[config.mk]
export PLATFORM = sky130hd
export DESIGN_NAME = bist_sequencer_flat
export DESIGN_NICKNAME = d
export VERILOG_FILES = /design/src/rtl/bist_pkg.sv /design/src/rtl/bist_sequencer_if.sv /design/src/rtl/sat_counter.sv /design/src/rtl/bist_sequencer.sv /design/src/flat_wrapper.sv
export SDC_FILE = /design/constraint.sdc
export NUM_CORES = 1
export LEC_CHECK = 0
export ABC_AREA = 1
export CORE_UTILIZATION = 48
export CTS_CLUSTER_DIAMETER = 40
export DETAILED_ROUTE_END_ITERATION = 8
export PLACE_DENSITY_LB_ADDON = 0.1
export SETUP_SLACK_MARGIN = 0.3
export SYNTH_ARGS = -nofsm -noshare
export SYNTH_HDL_FRONTEND = slang
export SYNTH_SLANG_ARGS = --single-unit
[constraint.sdc]
create_clock -name clk -period 2.2 [get_ports clk]
set_input_delay 0.33 -clock clk [delete_from_list [all_inputs] [get_ports clk]]
set_output_delay 0.33 -clock clk [all_outputs]
set_load 0.01 [all_outputs]
[src/rtl/bist_pkg.sv]
// Shared definitions for the LBIST session sequencer: state codes, default
// parameter values and the saturating increment used by the statistic counters.
package bist_pkg;

    typedef logic [2:0] state_t;

    localparam state_t ST_IDLE  = 3'd0;
    localparam state_t ST_SETUP = 3'd1;
    localparam state_t ST_RUN   = 3'd2;
    localparam state_t ST_NEXT  = 3'd3;
    localparam state_t ST_DONE  = 3'd4;

    localparam int DEF_ERR_BITS     = 8;
    localparam int DEF_FAULT_BITS   = 8;
    localparam int DEF_PAT_BITS     = 16;
    localparam int DEF_SETUP_CYCLES = 12;

    // Increments value by one unless it has already reached limit (widths up to 32).
    function automatic logic [31:0] sat_inc(input logic [31:0] value, input logic [31:0] limit);
        return (value >= limit) ? value : value + 32'd1;
    endfunction

endpackage

[src/rtl/bist_sequencer_if.sv]
// Session interface of the LBIST sequencer: software handshake, TPG/ORA/fault-list
// controls, statistics and the debug view of the sequencer state.
interface bist_sequencer_if #(
    parameter int ERR_BITS   = bist_pkg::DEF_ERR_BITS,
    parameter int FAULT_BITS = bist_pkg::DEF_FAULT_BITS,
    parameter int PAT_BITS   = bist_pkg::DEF_PAT_BITS
);
    import bist_pkg::*;

    // Handshake: start is a level request sampled only while the sequencer is idle
    // (busy=0); busy stays high for the whole session and done pulses for exactly one
    // cycle when it ends, after which a new start is accepted.
    logic                  start;
    logic                  abort;
    logic                  stop_on_fail;
    logic [PAT_BITS-1:0]   max_patterns;
    logic                  tpg_end;
    logic                  ora_res;
    logic                  fil_end;

    logic                  cut_reset;
    logic                  tpg_reset;
    logic                  tpg_en;
    logic                  fil_inc;
    logic                  busy;
    logic                  done;
    logic                  aborted;
    logic [ERR_BITS-1:0]   err_count;
    logic [FAULT_BITS-1:0] faults_tested;
    logic [FAULT_BITS-1:0] faults_detected;
    state_t                state;

    modport master (
        output start, abort, stop_on_fail, max_patterns, tpg_end, ora_res, fil_end,
        input  cut_reset, tpg_reset, tpg_en, fil_inc, busy, done, aborted,
        input  err_count, faults_tested, faults_detected, state
    );

    modport slave (
        input  start, abort, stop_on_fail, max_patterns, tpg_end, ora_res, fil_end,
        output cut_reset, tpg_reset, tpg_en, fil_inc, busy, done, aborted,
        output err_count, faults_tested, faults_detected, state
    );

endinterface

[src/rtl/sat_counter.sv]
// Statistic counter: synchronous clear, increment on request, holds at all-ones.
module sat_counter
    import bist_pkg::*;
#(
    parameter int W = 8
) (
    input  logic         clk,
    input  logic         rst_n,
    input  logic         clr,
    input  logic         inc,
    output logic [W-1:0] count
);

    localparam logic [W-1:0] ALL_ONES = '1;

    always_ff @(posedge clk or negedge rst_n) begin
        if (!rst_n) begin
            count <= '0;
        end else if (clr) begin
            count <= '0;
        end else if (inc) begin
            count <= W'(sat_inc(32'(count), 32'(ALL_ONES)));
        end
    end

endmodule

[src/rtl/bist_sequencer.sv]
// LBIST session sequencer: walks the fault list, giving each fault a reset/setup
// window and a pattern run, and gathers mismatch and fault statistics.
module bist_sequencer
    import bist_pkg::*;
#(
    parameter int ERR_BITS     = DEF_ERR_BITS,
    parameter int FAULT_BITS   = DEF_FAULT_BITS,
    parameter int PAT_BITS     = DEF_PAT_BITS,
    parameter int SETUP_CYCLES = DEF_SETUP_CYCLES
) (
    input  logic            clk,
    input  logic            rst_n,
    bist_sequencer_if.slave bus
);

    localparam int             SW         = (SETUP_CYCLES > 1) ? $clog2(SETUP_CYCLES) : 1;
    localparam logic [SW-1:0]  SETUP_LAST = SW'(SETUP_CYCLES - 1);

    state_t              state;
    state_t              state_nxt;
    logic [SW-1:0]       setup_cnt;
    logic [PAT_BITS-1:0] pat_cnt;
    logic [PAT_BITS-1:0] pat_num;
    logic                detect;
    logic                aborted_q;

    logic                in_session;
    logic                abort_hit;
    logic                run_exit;
    logic                stat_clr;
    logic                err_inc;
    logic                fault_done;
    logic                setup_entry;

    // pat_num is the 1-based number of the pattern being applied this RUN cycle.
    assign pat_num     = pat_cnt + PAT_BITS'(1);
    assign in_session  = (state == ST_SETUP) || (state == ST_RUN) || (state == ST_NEXT);
    assign abort_hit   = bus.abort && in_session;
    assign run_exit    = bus.tpg_end
                      || ((bus.max_patterns != '0) && (pat_num == bus.max_patterns))
                      || (bus.stop_on_fail && bus.ora_res);
    assign stat_clr    = (state == ST_IDLE) && bus.start;
    assign err_inc     = (state == ST_RUN) && bus.ora_res && !bus.abort;
    assign fault_done  = (state == ST_NEXT) && !bus.abort;
    assign setup_entry = (state_nxt == ST_SETUP) && (state != ST_SETUP);

    always_comb begin
        state_nxt = state;
        case (state)
            ST_IDLE:  if (bus.start) state_nxt = ST_SETUP;
            ST_SETUP: if (setup_cnt == SETUP_LAST) state_nxt = ST_RUN;
            ST_RUN:   if (run_exit) state_nxt = ST_NEXT;
            ST_NEXT:  state_nxt = bus.fil_end ? ST_DONE : ST_SETUP;
            ST_DONE:  state_nxt = ST_IDLE;
            default:  state_nxt = ST_IDLE;
        endcase
        if (abort_hit) state_nxt = ST_DONE;
    end

    always_ff @(posedge clk or negedge rst_n) begin
        if (!rst_n) begin
            state     <= ST_IDLE;
            setup_cnt <= '0;
            pat_cnt   <= '0;
            detect    <= 1'b0;
            aborted_q <= 1'b0;
        end else begin
            state <= state_nxt;

            // Every fault run starts from a fresh setup window, pattern count and flag.
            if (setup_entry) begin
                setup_cnt <= '0;
                pat_cnt   <= '0;
                detect    <= 1'b0;
            end else if (state == ST_SETUP) begin
                setup_cnt <= setup_cnt + SW'(1);
            end

            if ((state == ST_RUN) && !bus.abort) begin
                pat_cnt <= pat_num;
                if (bus.ora_res) detect <= 1'b1;
            end

            if (stat_clr) begin
                aborted_q <= 1'b0;
            end else if (abort_hit) begin
                aborted_q <= 1'b1;
            end
        end
    end

    sat_counter #(.W(ERR_BITS)) u_err_count (
        .clk   (clk),
        .rst_n (rst_n),
        .clr   (stat_clr),
        .inc   (err_inc),
        .count (bus.err_count)
    );

    sat_counter #(.W(FAULT_BITS)) u_faults_tested (
        .clk   (clk),
        .rst_n (rst_n),
        .clr   (stat_clr),
        .inc   (fault_done),
        .count (bus.faults_tested)
    );

    sat_counter #(.W(FAULT_BITS)) u_faults_detected (
        .clk   (clk),
        .rst_n (rst_n),
        .clr   (stat_clr),
        .inc   (fault_done && detect),
        .count (bus.faults_detected)
    );

    assign bus.cut_reset = (state == ST_IDLE) || (state == ST_SETUP) || (state == ST_DONE);
    assign bus.tpg_reset = (state != ST_RUN);
    assign bus.tpg_en    = (state == ST_RUN);
    // An abort landing in NEXT must not advance the fault list.
    assign bus.fil_inc   = fault_done;
    assign bus.busy      = (state != ST_IDLE);
    assign bus.done      = (state == ST_DONE);
    assign bus.aborted   = aborted_q;
    assign bus.state     = state;

endmodule
[src/flat_wrapper.sv]
// flat-port wrapper written by rule: the top's interface ports become plain ports
module bist_sequencer_flat import bist_pkg::*;
#(
    parameter int ERR_BITS     = DEF_ERR_BITS,
    parameter int FAULT_BITS   = DEF_FAULT_BITS,
    parameter int PAT_BITS     = DEF_PAT_BITS,
    parameter int SETUP_CYCLES = DEF_SETUP_CYCLES
)
  (clk, rst_n, bus_start, bus_abort, bus_stop_on_fail, bus_max_patterns, bus_tpg_end, bus_ora_res, bus_fil_end, bus_cut_reset, bus_tpg_reset, bus_tpg_en, bus_fil_inc, bus_busy, bus_done, bus_aborted, bus_err_count, bus_faults_tested, bus_faults_detected, bus_state);
  bist_sequencer_if #(.ERR_BITS(ERR_BITS), .FAULT_BITS(FAULT_BITS), .PAT_BITS(PAT_BITS)) bus_i ();
  input  logic clk;
  input  logic rst_n;
  input wire logic [$bits(bus_i.start)-1:0] bus_start;
  input wire logic [$bits(bus_i.abort)-1:0] bus_abort;
  input wire logic [$bits(bus_i.stop_on_fail)-1:0] bus_stop_on_fail;
  input wire logic [$bits(bus_i.max_patterns)-1:0] bus_max_patterns;
  input wire logic [$bits(bus_i.tpg_end)-1:0] bus_tpg_end;
  input wire logic [$bits(bus_i.ora_res)-1:0] bus_ora_res;
  input wire logic [$bits(bus_i.fil_end)-1:0] bus_fil_end;
  output wire logic [$bits(bus_i.cut_reset)-1:0] bus_cut_reset;
  output wire logic [$bits(bus_i.tpg_reset)-1:0] bus_tpg_reset;
  output wire logic [$bits(bus_i.tpg_en)-1:0] bus_tpg_en;
  output wire logic [$bits(bus_i.fil_inc)-1:0] bus_fil_inc;
  output wire logic [$bits(bus_i.busy)-1:0] bus_busy;
  output wire logic [$bits(bus_i.done)-1:0] bus_done;
  output wire logic [$bits(bus_i.aborted)-1:0] bus_aborted;
  output wire logic [$bits(bus_i.err_count)-1:0] bus_err_count;
  output wire logic [$bits(bus_i.faults_tested)-1:0] bus_faults_tested;
  output wire logic [$bits(bus_i.faults_detected)-1:0] bus_faults_detected;
  output wire logic [$bits(bus_i.state)-1:0] bus_state;
  assign bus_i.start = bus_start;
  assign bus_i.abort = bus_abort;
  assign bus_i.stop_on_fail = bus_stop_on_fail;
  assign bus_i.max_patterns = bus_max_patterns;
  assign bus_i.tpg_end = bus_tpg_end;
  assign bus_i.ora_res = bus_ora_res;
  assign bus_i.fil_end = bus_fil_end;
  assign bus_cut_reset = bus_i.cut_reset;
  assign bus_tpg_reset = bus_i.tpg_reset;
  assign bus_tpg_en = bus_i.tpg_en;
  assign bus_fil_inc = bus_i.fil_inc;
  assign bus_busy = bus_i.busy;
  assign bus_done = bus_i.done;
  assign bus_aborted = bus_i.aborted;
  assign bus_err_count = bus_i.err_count;
  assign bus_faults_tested = bus_i.faults_tested;
  assign bus_faults_detected = bus_i.faults_detected;
  assign bus_state = bus_i.state;
  bist_sequencer #(.ERR_BITS(ERR_BITS), .FAULT_BITS(FAULT_BITS), .PAT_BITS(PAT_BITS), .SETUP_CYCLES(SETUP_CYCLES)) u_core (.clk(clk), .rst_n(rst_n), .bus(bus_i));
endmodule
== Word-level counts from Yosys, hierarchy flattened ==
Cells that the tools add are included.
Cells by class
  $add $sub $neg: 5
  mux-type cells: 24
  equal/unequal tests: 12
  magnitude comparators: 3
  reduce and logical (&&, ||, !) cells: 29
Operators by type and width (number)
  two-way mux 8 bit: 9
  two-way mux 16 bit: 2
  adder 8 x 1 -> 8 bit, second input constant: 3
  greater-or-equal comparator 8 bit, second input constant: 3
  adder 16 x 1 -> 16 bit, second input constant: 1
  equality test 16 bit: 1
  nonzero test 16 bit: 1
  two-way mux 3 bit: 5
  case mux 3 bit (4 select lines): 1
  nonzero test 2 bit: 6
  logical AND 1 bit: 10
  two-way mux 4 bit: 2
  equality test 3 x 1 -> 1 bit, second input constant: 2
  equality test 3 x 2 -> 1 bit, second input constant: 2
  logical OR 1 bit: 6
  inequality test 2 x 1 -> 1 bit, second input constant: 3
  AND reduction 2 bit: 3
  two-way mux 1 bit: 5
  adder 4 x 1 -> 4 bit, second input constant: 1
  equality test 4 bit, second input constant: 1
  equality test 3 bit, second input constant: 1
  logical NOT 3 bit: 1
  inequality test 3 x 1 -> 1 bit, second input constant: 1
  inequality test 3 x 2 -> 1 bit, second input constant: 1
  other kinds (2): 2
Word-level totals
  register bits: 49
  bits of input ports: 24

== Logic depth before layout (Yosys ltp) ==
  depth after elaboration: 13
  mapped depth: 19
  depth with buffers taken out: 18

== Cells and area by module ==
Synthesis repeated with hierarchy kept, for this count alone.
Unflattened totals
  cells, all modules: 522
  area total of the unflattened synthesis: 3530.9 um^2
By module, submodules not included
  bist_sequencer: cells each 318, times used 1, area each 2021.9 um^2
  sat_counter: cells each 68, times used 3, area each 503.0 um^2

== Least setup slack after synthesis ==
Ideal clock, no wire load.
  path kind: flip-flop to flip-flop
  start: register u_core.pat_cnt[0]
  end: register u_core.pat_cnt[11]
  stages on the path, launching flop included: 19
  clock period less this slack: 2.158 ns
  slack: 0.042 ns
  path buffers: 1
  arrival: 2.040 ns
  required time: 2.082 ns
  cell sequence: dfrtp_1 ha_1 nand2_2 nor2_2 nand2_1 nand2_1 and2_1 nor2_1 nor2_1 nand2_1 nor2_1 nand3_1 nand2_1 nand2_1 nand2_2 nand4_4 buf_6 nand3_1 nand2_1
Between the ends
  word-level cells in the longest chain between the ends: 11
  elaborated cells on any way between the ends: 12
RTL lines
  start, declared: line bist_sequencer.sv:22  | logic [PAT_BITS-1:0] pat_cnt;
  start signal, assigned: line bist_sequencer.sv:80  | pat_cnt <= pat_num;
  adder 16 x 1 -> 16 bit *: line bist_sequencer.sv:36  | assign pat_num = pat_cnt + PAT_BITS'(1);
  equality test 16 bit: line bist_sequencer.sv:40  | || ((bus.max_patterns != '0) && (pat_num == bus.max_patterns))
  logical AND 1 bit: line bist_sequencer.sv:40
  logical OR 1 bit: line bist_sequencer.sv:40
  logical OR 1 bit: line bist_sequencer.sv:41  | || (bus.stop_on_fail && bus.ora_res);
  two-way mux 3 bit: line bist_sequencer.sv:52  | ST_RUN: if (run_exit) state_nxt = ST_NEXT;
  case mux 3 bit (4 select lines): line bist_sequencer.sv:49  | case (state)
  two-way mux 3 bit: line bist_sequencer.sv:57  | if (abort_hit) state_nxt = ST_DONE;
  equality test 3 x 1 -> 1 bit: line bist_sequencer.sv:45  | assign setup_entry = (state_nxt == ST_SETUP) && (state != ST_SETUP);
  logical AND 1 bit: line bist_sequencer.sv:45
  nonzero test 2 bit (no line)
Every way passes the cells marked *; elsewhere a longest branch is shown, timed or not.
A chain may end at the register's enable or synchronous reset.

== Final worst setup path ==
  start: register u_core.pat_cnt[1]
  end: register u_core.pat_cnt[9]
Same word-level chain as after synthesis.

==> results_dict.tcl <==
set metrics [dict create \
    clk_pin_slew_ns 0.10 \
    power.switching_mw 0.865 \
    syn_avg_cell_area_sq_um 6.88 \
    rows 29 \
    fin_crit_sh_pct 107 \
    grt_pass1_wl_mm 14.6 \
    grt_start_max_net_pins 22 \
    ant_nets 0 \
    dp.cells 645 \
    crit_slowest_cell "dfrtp_2" \
    layout-drive-gt1-share_pct 22.4 \
    cts_max_level 2 \
    numCtsBuffers 5 \
    tns_ns -2.61 \
    num_vias 3518 \
    timing.hold.worst.class "input pin to asynchronous set/reset pin" \
    num_antenna_cells 0 \
    reg2reg_depth 18 \
    coreArea_sq_mm 0.00639 \
    place.gp.congestion 0.845 \
    period_minus_slack_ns 2.36 \
    fin_ws_ns -0.160 \
    required_ns 2.41 \
    cts-root-buf "clkbuf_8" \
    grt_usage_pct 25.8 \
    seq_area_sq_mm 0.00123 \
    dieWidth_um 83.4 \
    dr.pass1.iters 6 \
    syn-instance-count 462 \
    vias_per_cell 5.28 \
    clock_path_buffers 2 \
    critical_path_arrival_ns 2.57 \
    clk-insertion-delay-late_ns 0.31 \
    layout_common_cells "nand2_1 (126), inv_1 (66), buf_4 (61)" \
    wl_mm 9.03 \
    crit_family "simple AND/OR/NAND/NOR gates" \
    slowest_delay_ns 0.42 \
    crit_chain "buf_6 -> nand2_1 -> nor2_4 -> buf_4 -> nand3_1 -> nand3_1 -> nand2_1 -> nor2_1 -> nand2_1 -> nor2_2 -> nand3_1 -> nand2_1 -> nand2_1 -> nand2_2 -> nand4_4 -> clkbuf_16 -> nand3_2 -> nand2_1" \
    cap_violations 0 \
    cp.depth 18 \
    rsz0062_at_grt "yes" \
    final_common_cell "nand2_1" \
    drtIter0Drc 194 \
    clock-sinks 49 \
    drc_errors 0 \
    ys_warn_count 0 \
    ioPinCount 58 \
    start_util_pct 49.8 \
    grt_pass1_vias 3258 \
    maxSlewViolCount 0 \
    numPortBuffers 57 \
    preCtsSetupSlack_ns -0.151 \
    synth-seq-area-share_pct 38.6 \
    p_leak_nw 2.23 \
    violations "negative setup slack" \
    routedWlPerCell_um 13.6 \
    critPathCaptureType "flop" \
    start_kind "flop" \
    dieArea_sq_mm 0.00695 \
    peakVddDrop_uv 362 \
    netlist-cell-type-count 32 \
    synth_nets 491 \
    placed_area_sq_mm 0.00427 \
    setup_viol 21 \
    critPathMostFrequentCell "nand2_1" \
    tightest_slew_ns 0.410 \
    cp_max_fo 6 \
    p_comb_share_pct 36.8 \
    overflow 0 \
    fin_skew_ns 0.00766 \
    postLayoutCellArea_sq_mm 0.00463 \
    maxSlewHeadroom_pct 72.6 \
    cts_tree "built" \
    fp.dieH_um 83.4 \
    outcome "finished, violations left" \
    finalHoldViolations 0 \
    fin_nets 617 \
    synthToLayoutAreaGrowth_pct 45.7 \
    hold_slack_ns 0.472 \
    p_int_mw 1.60 \
    nFillCells 527 \
    stdcell_count 666 \
    mappedNetlistArea_sq_mm 0.00318 \
    p_clk_share_pct 22.0 \
    multi_input_area_sq_mm 0.00185 \
    power_density_mw_per_mm2 531 \
    netSwitchingFraction_pct 35.1 \
    crit_type "flop to flop" \
    fmax_mhz 424 \
    crit_buf_inv 3 \
    seqPwrFrac_pct 41.1 \
    ys_seq_elements 49 \
    place_hpwl_mm 6.47 \
    antenna_found_initial 0 \
]
-- worst register-to-register path: stages (launching register included) --
cell and delay, ns:
dfrtp_2 0.42, buf_6 0.11, nand2_1 0.07, nor2_4 0.19, buf_4 0.14, nand3_1 0.09
nand3_1 0.09, nand2_1 0.05, nor2_1 0.15, nand2_1 0.09, nor2_2 0.11, nand3_1 0.08
nand2_1 0.07, nand2_1 0.06, nand2_2 0.09, nand4_4 0.13, clkbuf_16 0.21, nand3_2 0.05
nand2_1 0.06
-- Yosys cell counts --
cell type | count | area, sq um
or2_2 | 2 | 12.5
nand2_2 | 3 | 18.8
xnor2_1 | 1 | 8.76
a21oi_1 | 17 | 85.1
nor3_4 | 1 | 16.3
nand4_1 | 10 | 62.6
nor3_1 | 9 | 45.0
buf_6 | 1 | 11.3
nor2_1 | 47 | 176
nor2_4 | 3 | 33.8
inv_1 | 69 | 259
xor2_1 | 2 | 17.5
a31oi_1 | 2 | 12.5
dfrtp_1 | 49 | 1230
clkbuf_1 | 2 | 7.51
nand3_2 | 5 | 50.1
buf_2 | 1 | 5.00
and2_1 | 1 | 6.26
nor2_2 | 4 | 25.0
nand3b_1 | 2 | 15.0
ha_1 | 5 | 62.6
a221oi_1 | 1 | 8.76
a211oi_1 | 4 | 30.0
inv_2 | 1 | 3.75
clkinv_1 | 2 | 7.51
nand4_4 | 1 | 21.3
xnor3_1 | 1 | 22.5
nor3_2 | 1 | 10.0
nand2_1 | 131 | 492
o221a_2 | 1 | 11.3
nand3_1 | 69 | 345
o21ai_0 | 14 | 70.1
-- final cells by class --
| class | count | area share, % |
|---|---|---|
| clock buffer | 7 | 1.65 |
| clock inverter | 1 | 0.162 |
| tap | 77 | 2.08 |
| multi-input combinational | 337 | 39.9 |
| inverter | 72 | 5.83 |
| sequential | 49 | 26.6 |
| timing repair buffer | 123 | 23.8 |
-- registers in the layout (all words and copies together) (netlist names) --
signal and cells:
u_core.setup_cnt 4, u_core.pat_cnt 16, u_core.u_faults_detected.count 8, u_core.bus.state 3
u_core.bus.aborted 1, u_core.u_err_count.count 8, u_core.u_faults_tested.count 8, u_core.detect 1
-- cell families after synthesis --
group | synth area share, %
buf+inv | 9.25
fa+ha+maj | 1.97
simple gates | 41.8
compound gates | 6.85
flops | 38.6
xor+xnor | 1.53
-- final timing paths --
check | startpoint | endpoint | slack (ns)
max reg2reg | u_core.pat_cnt[1] | u_core.pat_cnt[9] | -0.16
max in group asynchronous | rst_n | u_core.bus.state[0] | 1.08
min | rst_n | u_core.pat_cnt[4] | 0.47
max | u_core.pat_cnt[1] | u_core.pat_cnt[9] | -0.16
min in group clk | u_core.bus.aborted | u_core.bus.aborted | 0.51
min reg2reg | u_core.bus.aborted | u_core.bus.aborted | 0.51
-- metrics by stage --
stage               power [mW]  util, %
floorplan                 1.41        -
global placement          1.73     66.9
detailed placement        1.75     66.9
CTS                       2.32     69.2
global route              2.58     72.6
finish                    2.46     72.6
-- routing by layer --
| metal | track usage (%) | routed length (um) | share of wire [%] | up-vias |
|---|---|---|---|---|
| met5 | 0 | 0 | 0 | - |
| met4 | 7.68 | 159 | 1.8 | 0 |
| met3 | 3.88 | 430 | 4.8 | 16 |
| met2 | 45.9 | 4640 | 51 | 98 |
| met1 | 32.2 | 3800 | 42 | 1657 |
| li1 | - | - | - | 1747 |
-- power by group through the flow --
stage          Combinational (mW)  Clock [mW]  Sequential [mW]
6_report                    0.906       0.542             1.01
4_1_cts                     0.769       0.542             1.01
3_3_place_gp                0.698           0             1.03
3_5_place_dp                0.718           0             1.04
5_1_grt                     0.982       0.582             1.02
2_1_floorplan               0.375           0             1.03
-- timing repair --
action	CTS	global route
resized for setup	12	38
hold buffers	1	0
gates cloned	0	1
setup endpoints to repair	29	31
endpoints found under the hold margin	14	0
pin swaps	4	19
setup buffers	5	6
Note: power is estimated with default switching activity, not from simulation.
